--- config.mk ---
export PLATFORM = sky130hd
export DESIGN_NAME = key_debounce_multi
export DESIGN_NICKNAME = d
export VERILOG_FILES = /design/src/rtl/key_debounce_multi.sv
export SDC_FILE = /design/constraint.sdc
export NUM_CORES = 1
export LEC_CHECK = 0
export CAP_MARGIN = 0
export CORE_UTILIZATION = 60
export CTS_BUF_LIST = sky130_fd_sc_hd__clkbuf_8
export DETAILED_ROUTE_END_ITERATION = 10
export HOLD_SLACK_MARGIN = 0.1
export PLACE_DENSITY = 0.86
export SKIP_CTS_REPAIR_TIMING = 1
export SLEW_MARGIN = 15
export SYNTH_ARGS = -nofsm -noshare
export SYNTH_HDL_FRONTEND = slang
export SYNTH_SLANG_ARGS = --single-unit
--- constraint.sdc ---
create_clock -name clk -period 2.6 [get_ports clk]
set_clock_uncertainty 0.1 [all_clocks]
set_input_delay 0.26 -clock clk [delete_from_list [all_inputs] [get_ports clk]]
set_output_delay 0.26 -clock clk [all_outputs]
set_load 0.02 [all_outputs]
--- src/rtl/key_debounce_multi.sv ---
// key_debounce_multi
//   Multi-channel push-button front end. Each channel is built from:
//     - a 2-flop synchroniser;
//     - a stable-count debouncer;
//     - a hold-time FSM that produces single-cycle press, release, long-press
//       and auto-repeat pulses.
//   Channels share nothing.
//
// Ports
//   clk           : system clock
//   rst_n         : asynchronous, active-low reset
//   key_in        : raw asynchronous button inputs (polarity set by ACTIVE_LOW)
//   key_state     : debounced level, 1 = pressed
//   press_pulse   : 1-cycle pulse on an accepted press
//   release_pulse : 1-cycle pulse on an accepted release
//   long_pulse    : 1-cycle pulse LONG_CYCLES after press_pulse
//   repeat_pulse  : 1-cycle pulse every REPEAT_CYCLES while held past long
module key_debounce_multi #(
    parameter int unsigned NUM_KEYS        = 4,
    parameter int unsigned DEBOUNCE_CYCLES = 1000,
    parameter int unsigned LONG_CYCLES     = 1000000,
    parameter int unsigned REPEAT_CYCLES   = 200000,
    parameter int unsigned REPEAT_EN       = 1,
    parameter int unsigned ACTIVE_LOW      = 1
) (
    input  logic                clk,
    input  logic                rst_n,
    input  logic [NUM_KEYS-1:0] key_in,
    output logic [NUM_KEYS-1:0] key_state,
    output logic [NUM_KEYS-1:0] press_pulse,
    output logic [NUM_KEYS-1:0] release_pulse,
    output logic [NUM_KEYS-1:0] long_pulse,
    output logic [NUM_KEYS-1:0] repeat_pulse
);

    localparam logic        InactiveLvl = (ACTIVE_LOW != 0);
    localparam logic        RepeatOn    = (REPEAT_EN != 0);
    localparam int unsigned DebW  = (DEBOUNCE_CYCLES > 2) ? $clog2(DEBOUNCE_CYCLES) : 1;
    localparam int unsigned LongW = (LONG_CYCLES > 2) ? $clog2(LONG_CYCLES) : 1;
    localparam int unsigned RepW  = (REPEAT_CYCLES > 2) ? $clog2(REPEAT_CYCLES) : 1;
    // One hold counter serves both the HELD and LONG phases.
    localparam int unsigned HoldW = (LongW > RepW) ? LongW : RepW;

    localparam logic [DebW-1:0]  DebLast  = DebW'(DEBOUNCE_CYCLES - 1);
    localparam logic [HoldW-1:0] LongLast = HoldW'(LONG_CYCLES - 1);
    localparam logic [HoldW-1:0] RepLast  = HoldW'(REPEAT_CYCLES - 1);

    typedef enum logic [1:0] {StIdle, StHeld, StLong} hold_state_e;

    for (genvar g = 0; g < NUM_KEYS; g++) begin : g_key
        logic             sync1_q, sync2_q;
        logic             pressed_now;
        logic [DebW-1:0]  deb_cnt_q, deb_cnt_d;
        logic             state_q, state_d;
        logic             press_q, press_d;
        logic             release_q, release_d;
        hold_state_e      hold_q, hold_d;
        logic [HoldW-1:0] hold_cnt_q, hold_cnt_d;
        logic             long_q, long_d;
        logic             repeat_q, repeat_d;

        // Synchroniser idles at the released level so reset never looks like a press.
        always_ff @(posedge clk or negedge rst_n) begin
            if (!rst_n) begin
                sync1_q <= InactiveLvl;
                sync2_q <= InactiveLvl;
            end else begin
                sync1_q <= key_in[g];
                sync2_q <= sync1_q;
            end
        end

        assign pressed_now = sync2_q ^ InactiveLvl;

        // Debouncer: accept a new level after DEBOUNCE_CYCLES consecutive mismatches.
        always_comb begin
            deb_cnt_d = '0;
            state_d   = state_q;
            press_d   = 1'b0;
            release_d = 1'b0;
            if (pressed_now != state_q) begin
                if (deb_cnt_q == DebLast) begin
                    state_d   = pressed_now;
                    press_d   = pressed_now;
                    release_d = ~pressed_now;
                end else begin
                    deb_cnt_d = deb_cnt_q + 1'b1;
                end
            end
        end

        always_ff @(posedge clk or negedge rst_n) begin
            if (!rst_n) begin
                deb_cnt_q <= '0;
                state_q   <= 1'b0;
                press_q   <= 1'b0;
                release_q <= 1'b0;
            end else begin
                deb_cnt_q <= deb_cnt_d;
                state_q   <= state_d;
                press_q   <= press_d;
                release_q <= release_d;
            end
        end

        // Hold FSM: state register.
        always_ff @(posedge clk or negedge rst_n) begin
            if (!rst_n) begin
                hold_q     <= StIdle;
                hold_cnt_q <= '0;
                long_q     <= 1'b0;
                repeat_q   <= 1'b0;
            end else begin
                hold_q     <= hold_d;
                hold_cnt_q <= hold_cnt_d;
                long_q     <= long_d;
                repeat_q   <= repeat_d;
            end
        end

        // Hold FSM: next state. An accepted release overrides everything.
        always_comb begin
            hold_d     = hold_q;
            hold_cnt_d = hold_cnt_q;
            if (release_d) begin
                hold_d     = StIdle;
                hold_cnt_d = '0;
            end else begin
                unique case (hold_q)
                    StIdle: begin
                        hold_cnt_d = '0;
                        if (press_d) begin
                            hold_d = StHeld;
                        end
                    end
                    StHeld: begin
                        if (hold_cnt_q == LongLast) begin
                            hold_d     = StLong;
                            hold_cnt_d = '0;
                        end else begin
                            hold_cnt_d = hold_cnt_q + 1'b1;
                        end
                    end
                    StLong: begin
                        if (!RepeatOn || hold_cnt_q == RepLast) begin
                            hold_cnt_d = '0;
                        end else begin
                            hold_cnt_d = hold_cnt_q + 1'b1;
                        end
                    end
                    default: begin
                        hold_d     = StIdle;
                        hold_cnt_d = '0;
                    end
                endcase
            end
        end

        // Hold FSM: outputs, registered one edge later; a coincident release suppresses them.
        always_comb begin
            long_d   = (hold_q == StHeld) && (hold_cnt_q == LongLast) && !release_d;
            repeat_d = RepeatOn && (hold_q == StLong) && (hold_cnt_q == RepLast) && !release_d;
        end

        assign key_state[g]     = state_q;
        assign press_pulse[g]   = press_q;
        assign release_pulse[g] = release_q;
        assign long_pulse[g]    = long_q;
        assign repeat_pulse[g]  = repeat_q;
    end

endmodule
Word-level counts from Yosys, hierarchy flattened

Cells that the tools add are included.

Add/sub/neg operators: 8
Equality and inequality tests: 36
Muxes and demuxes: 56
Bitwise logic cells: 4
Reductions and logical operators: 32

Operator list:

| cell                    | number |
|---|---|
| $mux W20                | 12 |
| $pmux W20 S2            | 4 |
| $add A20 B1 Y20 const B | 4 |
| $eq A20 B18 Y1 const B  | 4 |
| $eq A20 B20 Y1 const B  | 4 |
| $mux W10                | 8 |
| $add A10 B1 Y10 const B | 4 |
| $eq A10 B10 Y1 const B  | 4 |
| $mux W2                 | 12 |
| $ne A3 B3 Y1 const B    | 8 |
| $pmux W2 S3             | 4 |
| $logic_and A1 B1 Y1     | 16 |
| $mux W1                 | 16 |
| $reduce_and A3 Y1       | 4 |
| $eq A2 B1 Y1 const B    | 4 |
| $eq A2 B2 Y1 const B    | 4 |
| $logic_not A2 Y1        | 4 |
| $ne A2 B2 Y1 const B    | 4 |
| $reduce_and A2 Y1       | 4 |
| $logic_not A1 Y1        | 4 |
| $ne A1 B1 Y1            | 4 |
| $not A1 Y1              | 4 |

Register bits after elaboration: 156
Input bits: 6
Output and inout bits: 20
Logic and storage cells: 176

Logic depth before layout (Yosys ltp)

Gate-level depths: netlist of run 1.

Depth after elaboration: 6
Depth in mapped cells: 7

Worst setup path before layout of run 1

Ideal clock, no wire load.

Path kind: reg2reg
From: reg g_key[0].hold_cnt_q[0]
To: reg g_key[0].hold_cnt_q[4]
Setup time: 0.119 ns
Data arrival time: 2.107 ns
Slack: 0.273 ns
Stages on the path, launching flop included: 8
Path buffers: 1
Clock period less this slack: 2.327 ns
Cell sequence: dfrtp_1 ha_1 nand3_1 or4_4 o41a_1 o221ai_2 buf_6 nor2_1

Longest elaborated chain between the ends: 4
Elaborated cells between the ends (all ways): 7

RTL lines:

| element                                 | line     | text |
|---|---|---|
| start, declared                         | 58       | `logic [HoldW-1:0] hold_cnt_q, hold_cnt_d;` |
| start signal, assigned                  | 115      | `hold_cnt_q <= hold_cnt_d;` |
| $add A20 B1 Y20 (tied with other cells) | 141, 148 |  |
| $mux W20, on equally long branches      | 145, 137 |  |
| $pmux W20 S2 *                          | 129      | `unique case (hold_q)` |
| $mux W20 *                              | 125      | `if (release_d) begin` |
| named net g_key[0].hold_cnt_d[4]        | 58       |  |

Mark *: on every way through the listed nets, which the timed path passes. The rest lies on a longest branch.
A chain may end at the register's enable or synchronous reset.

Worst setup path after layout of run 1

From: reg g_key[1].hold_cnt_q[13]
To: reg g_key[1].hold_q[1]

Longest elaborated chain between the ends: 3

RTL lines:

| element                            | line | text |
|---|---|---|
| start, declared                    | 58   |  |
| start signal, assigned             | 115  |  |
| $eq A20 B20 Y1                     | 137  | `if (hold_cnt_q == LongLast) begin` |
| $ne A3 B3 Y1 (no source line)      | --   |  |
| $reduce_and A3 Y1 (no source line) | --   |  |
| end signal, assigned               | 109  | `hold_q <= StIdle;` |
| end signal, assigned               | 114  | `hold_q <= hold_d;` |
| end, declared                      | 57   | `hold_state_e hold_q, hold_d;` |

No other way between the ends.

==> metrics, run 1 <==
status=complete, no violations; # rows=40; WL/cell=14.48 microns; Die Span Y=114.1 microns; Combinational Power Share=0.024; most frequent cells in the layout=dfrtp_1, nor2_1, xor2_1; Synth top area share=0.4909; Core Region=12110 sq um; Hold Vio Cnt, Final=0; Post-synth ARST share=1.000; Worst-path clk slew=0.08 ns; clock root buffer=clkbuf_8; first-pass GRT wire length=23670 microns; Net Count, Synth=776; Worst-Margin Slew=0.7769 ns; Ys Warns=0; GRT overflow=0; clk sinks=156; Critical Path RT=2.89 ns; Layout Nets=797; antenna violations before repair=0; Post-synth top flop=dfrtp_1; setup TNS=0 ns; P_leak=3.544 nW; number of buffers added on ports=25; routed vias=5304; htree depth=4; Post-Synthesis Cells=746; Detail Route Antenna Nets=0; crit-path max FO=5; Area growth syn-to-layout=10.27%; startpoint type of the worst setup path=flop; Synth cell types=45; maxcap violations=0; I/O Pins=26; Total Routed Length=13730 microns; Arr. time, crit path=2.72 ns; Fmax=0.4108 GHz; RSZ-0062 raised after global routing=no; #FFs+latches synth=156; Initial Utilization=0.6229; DR iter-0 viols=344; Setup CP Type=reg -> reg; PnR Total Power=0.004426 W; area leader, netlist=dfrtp_1; DRC errors left=0; setup violation total in the final timing report=0; pwr/cell area=532.0 nW/um^2; sequential area share after synthesis=0.5187; leading post-synthesis cells by cell area=dfrtp_1, nor2_1, xor2_1; Total GRT Usage=0.2309; Sw Pwr=0.0009524 W; worst relative slew slack=0.4773; Switching Fraction=0.2152; antenna cell count=0; number of global-route vias before repair=5347; CTS tree=built; Clock Power Share=0.417; GPL Wtd Cong=0.8976; Cell Area, Synth=7545 sq um; Post-DP HPWL=9253 microns; Seq pwr share=0.559; layout cells sized above 1=0.08462; number of vias per cell=5.595; Post-synth EDFFs=0; CP Capture Type=flop; Placed Area=7853 sq um; Worst Hold Class=in -> reg; VDD IR max=407.1 uV; die span in x=114.1 microns; most common cell after layout, fill and taps aside=dfrtp_1; Clock Tree Buf Depth=2; die area=13030 sq um; DRT Pass-1 Iters=5; CTS buffer count=17; Final Instance Area=8319 sq um; max-slew violations=0; Post-Place Cells=912; P_int=0.003473 W; fin util=0.6869; Syn Area/Cell=10.11 sq um; fin crit share=0.9363; largest net degree at the start of global routing=61; Post-Layout Cell Count=948; Final Critical Period=2.434 ns; Clk Latency, worst-skew pair=0.46 ns
final cells by class:
type | count | area, sq um
sequential | 156 | 3914
fill | 890 | 3792
multi-input combinational | 522 | 3289
timing repair buffer | 38 | 371.6
clock buffer | 19 | 261.5
tap | 168 | 210.2
clock inverter | 13 | 152.6
inverter | 32 | 120.1
metal layers:
layer | up-vias | routed length (microns) | track usage
met1 | 2591 | 5993 | 0.2888
met4 | 0 | 198 | 0.08225
li1 | 2548 | - | -
met3 | 24 | 591 | 0.06776
met5 | - | 0 | 0
met2 | 141 | 6947 | 0.3834
sequential cells by signal, indices dropped and copies added (netlist names):
name,cells
g_key.hold_cnt_q,80
g_key.sync2_q,4
g_key.repeat_q,4
g_key.release_q,4
g_key.hold_q,8
g_key.press_q,4
g_key.state_q,4
g_key.long_q,4
g_key.deb_cnt_q,40
g_key.sync1_q,4
cell usage after synthesis (all sizes together), types with 6 or more instances:
cell type and n:
a21boi 6, a21oi 8, and3 25, buf 29, clkbuf 7, dfrtp 148, dfstp 8, ha 24
inv 32, nand2 38, nand3 46, nand4 19, nand4b 7, nor2 143, nor3 15, nor4 13
o211ai 7, o21ai 8, or3 8, or4b 11, xnor2 51, xor2 53
final timing paths:
| kind | start | end | slack [ns] | cells after the start |
|---|---|---|---|---|
| min in group asynchronous | rst_n | g_key[1].hold_cnt_q[17]$_DFF_PN0_ | 0.21 | 2 |
| max in group asynchronous | rst_n | g_key[3].sync2_q$_DFF_PN1_ | 1.46 | 3 |
| min reg2reg | g_key[0].sync1_q$_DFF_PN1_ | g_key[0].sync2_q$_DFF_PN1_ | 0.26 | 0 |
| max | g_key[1].hold_cnt_q[13]$_DFF_PN0_ | g_key[1].hold_q[1]$_DFFE_PN0P_ | 0.17 | 5 |
| max reg2reg | g_key[1].hold_cnt_q[13]$_DFF_PN0_ | g_key[1].hold_q[1]$_DFFE_PN0P_ | 0.17 | 5 |
| min | key_in[0] | g_key[0].sync1_q$_DFF_PN1_ | 0.16 | 1 |
worst max-delay path, cell delays in order, from the launching register on:
cell and delay (ns):
dfrtp_1 0.43, or4_1 0.51, nor4_1 0.35, a21boi_0 0.31
or4b_1 0.59, nand2_1 0.09
power by group through the flow:
stage	clock network, W	logic (W)	registers, W
after floorplan	0	0.0000378	0.00251
after global placement	0	0.000101	0.00252
after detailed placement	0	0.000106	0.00252
after CTS	0.00188	0.000107	0.00247
after global routing	0.00200	0.000126	0.00248
final	0.00185	0.000108	0.00247
cell families (layout without fill, tap and decap cells):
family | after synthesis | count (layout) | share of synthesized area
AO/OA/AOI/OAI | 41 | 41 | 0.03798
XOR/XNOR | 104 | 104 | 0.1207
adder cells (fa/ha/maj) | 24 | 24 | 0.03980
buffers and inverters | 68 | 102 | 0.04693
flip-flops | 156 | 156 | 0.5187
multiplexers | 2 | 2 | 0.002654
AND/OR/NAND/NOR | 351 | 351 | 0.2332
through the flow:
step,setup slack [ns],hold WS (ns)
floorplan,0.2732,-0.1356
finish,0.1657,0.1640
global route,0.03160,0.1317
detailed placement,0.1096,0.1220
global placement,0.2563,0.1115
CTS,0.07337,-0.3749
Power figures use the tool's default switching activity.
==> run 2: changes to the inputs <==
Settings changed: CAP_MARGIN 0 to 20, PLACE_DENSITY 0.86 to 0.84.
==> run 2 against run 1 <==
Compared with the run above: flip-flop and latch count stayed put; worst hold slack lost 0.064 ns; combinational power barely moved; wire length increased by 2.9%; total power grew 5.6%; first-iteration DRC count down 11%; die area unchanged; setup slack lost 0.0019 ns; maximum frequency barely moved; sequential power about the same; critical endpoint is now g_key[3].hold_q[0]$_DFFE_PN0P_; largest cell class unchanged; largest power group unchanged.
==> metrics, run 2 (same netlist as run 1, synthesis figures left out) <==
first-pass GRT wire length=24250 microns; Hold EP=g_key[2].sync1_q$_DFF_PN1_; WL/cell=14.89 microns; routed vias=5333; fin crit share=0.9370; Post-Layout Cell Count=949; # rows=40; Critical Path RT=2.91 ns; Hold Crit Depth=1; DR iter-0 viols=305; GPL Wtd Cong=0.8427; Worst Hold Class=in -> reg; Worst R2R Setup Slack=0.16 ns; maxcap violations=0; R2R Path End=g_key[3].hold_q[0]$_DFFE_PN0P_; die span in x=114.1 microns; Min Hold Slack=0.09962 ns; Total GRT Usage=0.2371; htree depth=4; number of global-route vias before repair=5373; DRC errors left=0; CP Capture Type=flop; Hold Vio Cnt, Final=0; clock root buffer=clkbuf_8; P_leak=3.573 nW; Core Region=12110 sq um; I/O Pins=26; hold_sp=key_in[2]; number of vias per cell=5.620; Clk Latency, worst-skew pair=0.46 ns; Final Instance Area=8376 sq um; CTS tree=built; RSZ-0062 raised after global routing=no; Largest regs=g_key.hold_cnt_q (80), g_key.deb_cnt_q (40), g_key.hold_q (8); Area growth syn-to-layout=11.01%; layout cells sized above 1=0.09091; Clock Tree Buf Depth=2; max FFs per register=80; number of buffers added on ports=25; worst relative slew slack=0.6081; most frequent cells in the layout=dfrtp_1, nor2_1, xor2_1; DRT Pass-1 Iters=5; Initial Utilization=0.6229; Post-DP HPWL=9487 microns; status=complete, no violations; setup TNS=0 ns; Worst-Margin Slew=0.5825 ns; Fmax=0.4105 GHz; Detail Route Antenna Nets=0; Final Critical Period=2.436 ns; pwr/cell area=558.2 nW/um^2; startpoint type of the worst setup path=flop; antenna cell count=0; Arr. time, crit path=2.74 ns; Layout Nets=798; Post-Place Cells=914; crit-path max FO=4; GRT overflow=0; die area=13030 sq um; CTS buffer count=17; most common cell after layout, fill and taps aside=dfrtp_1; R2R cell count=6; clk sinks=156; antenna violations before repair=0; Setup CP Type=reg -> reg; VDD IR max=598.5 uV; Placed Area=7868 sq um; Total Routed Length=14130 microns; Die Span Y=114.1 microns; setup violation total in the final timing report=0; largest net degree at the start of global routing=61; worst r2r src=g_key[3].deb_cnt_q[0]$_DFF_PN0_; Worst-path clk slew=0.08 ns; Top reg by flops=g_key.hold_cnt_q; max-slew violations=0
[run 2: cell count changes in the layout (fill, tap and decap cells not counted), sizes merged]
cell | before | now
inv | 35 | 33
clkbuf | 19 | 18
dlygate4sd3 | 4 | 3
buf | 10 | 12
clkinvlp | 5 | 3
bufinv | 3 | 5
clkinv | 2 | 5
[run 2: worst max-delay path, cell delays in order, from the launching register on]
cell and delay (ns):
dfrtp_1 0.39, ha_1 0.26, nand4b_1 0.18, or4b_2 0.67, a21o_1 0.25, or4b_1 0.46
nand2_1 0.07
[run 2: per-stage QoR]
stage	util	power [W]	setup slack [ns]
4_1_cts	0.6880	0.004692	0.1326
3_5_place_dp	0.6496	0.002625	0.1619
3_3_place_gp	0.6496	0.002619	0.2207
6_report	0.6915	0.004675	0.1638
2_1_floorplan	-	0.002552	0.2732
5_1_grt	0.6915	0.004825	0.007915
[run 2: cell type report]
type | instances | area, sq um
clock buffer | 18 | 247.7
clock inverter | 14 | 217.7
fill | 858 | 3736
inverter | 32 | 120.1
multi-input combinational | 522 | 3289
sequential | 156 | 3914
tap | 168 | 210.2
timing repair buffer | 39 | 376.6
[run 2: worst max path at each step]
stage	start	endpoint	slack [ns]
final	g_key[3].deb_cnt_q[0]$_DFF_PN0_	g_key[3].hold_q[0]$_DFFE_PN0P_	0.16
after global routing	g_key[1].hold_cnt_q[0]$_DFF_PN0_	g_key[1].hold_cnt_q[2]$_DFF_PN0_	0.008
after CTS	g_key[3].hold_cnt_q[15]$_DFF_PN0_	g_key[3].hold_cnt_q[3]$_DFF_PN0_	0.13
after detailed placement	g_key[3].hold_cnt_q[15]$_DFF_PN0_	g_key[3].hold_cnt_q[3]$_DFF_PN0_	0.16
after global placement	g_key[2].hold_cnt_q[12]$_DFF_PN0_	g_key[2].hold_cnt_q[9]$_DFF_PN0_	0.22
after floorplan	g_key[0].hold_cnt_q[0]$_DFF_PN0_	g_key[0].hold_cnt_q[4]$_DFF_PN0_	0.27
[run 2: layer usage]
layer	share of wire	vias up	track usage
li1	-	2539	-
met1	0.43	2650	0.2900
met2	0.51	118	0.4081
met3	0.039	26	0.06141
met4	0.015	0	0.08312
met5	0	-	0
[run 2: report_power, final]
group | internal, W | switching (W) | total (W)
Clock | 0.00117 | 0.000925 | 0.00210
Combinational | 0.0000350 | 0.0000737 | 0.000109
Sequential | 0.00245 | 0.0000207 | 0.00247
Total | 0.00366 | 0.00102 | 0.00468
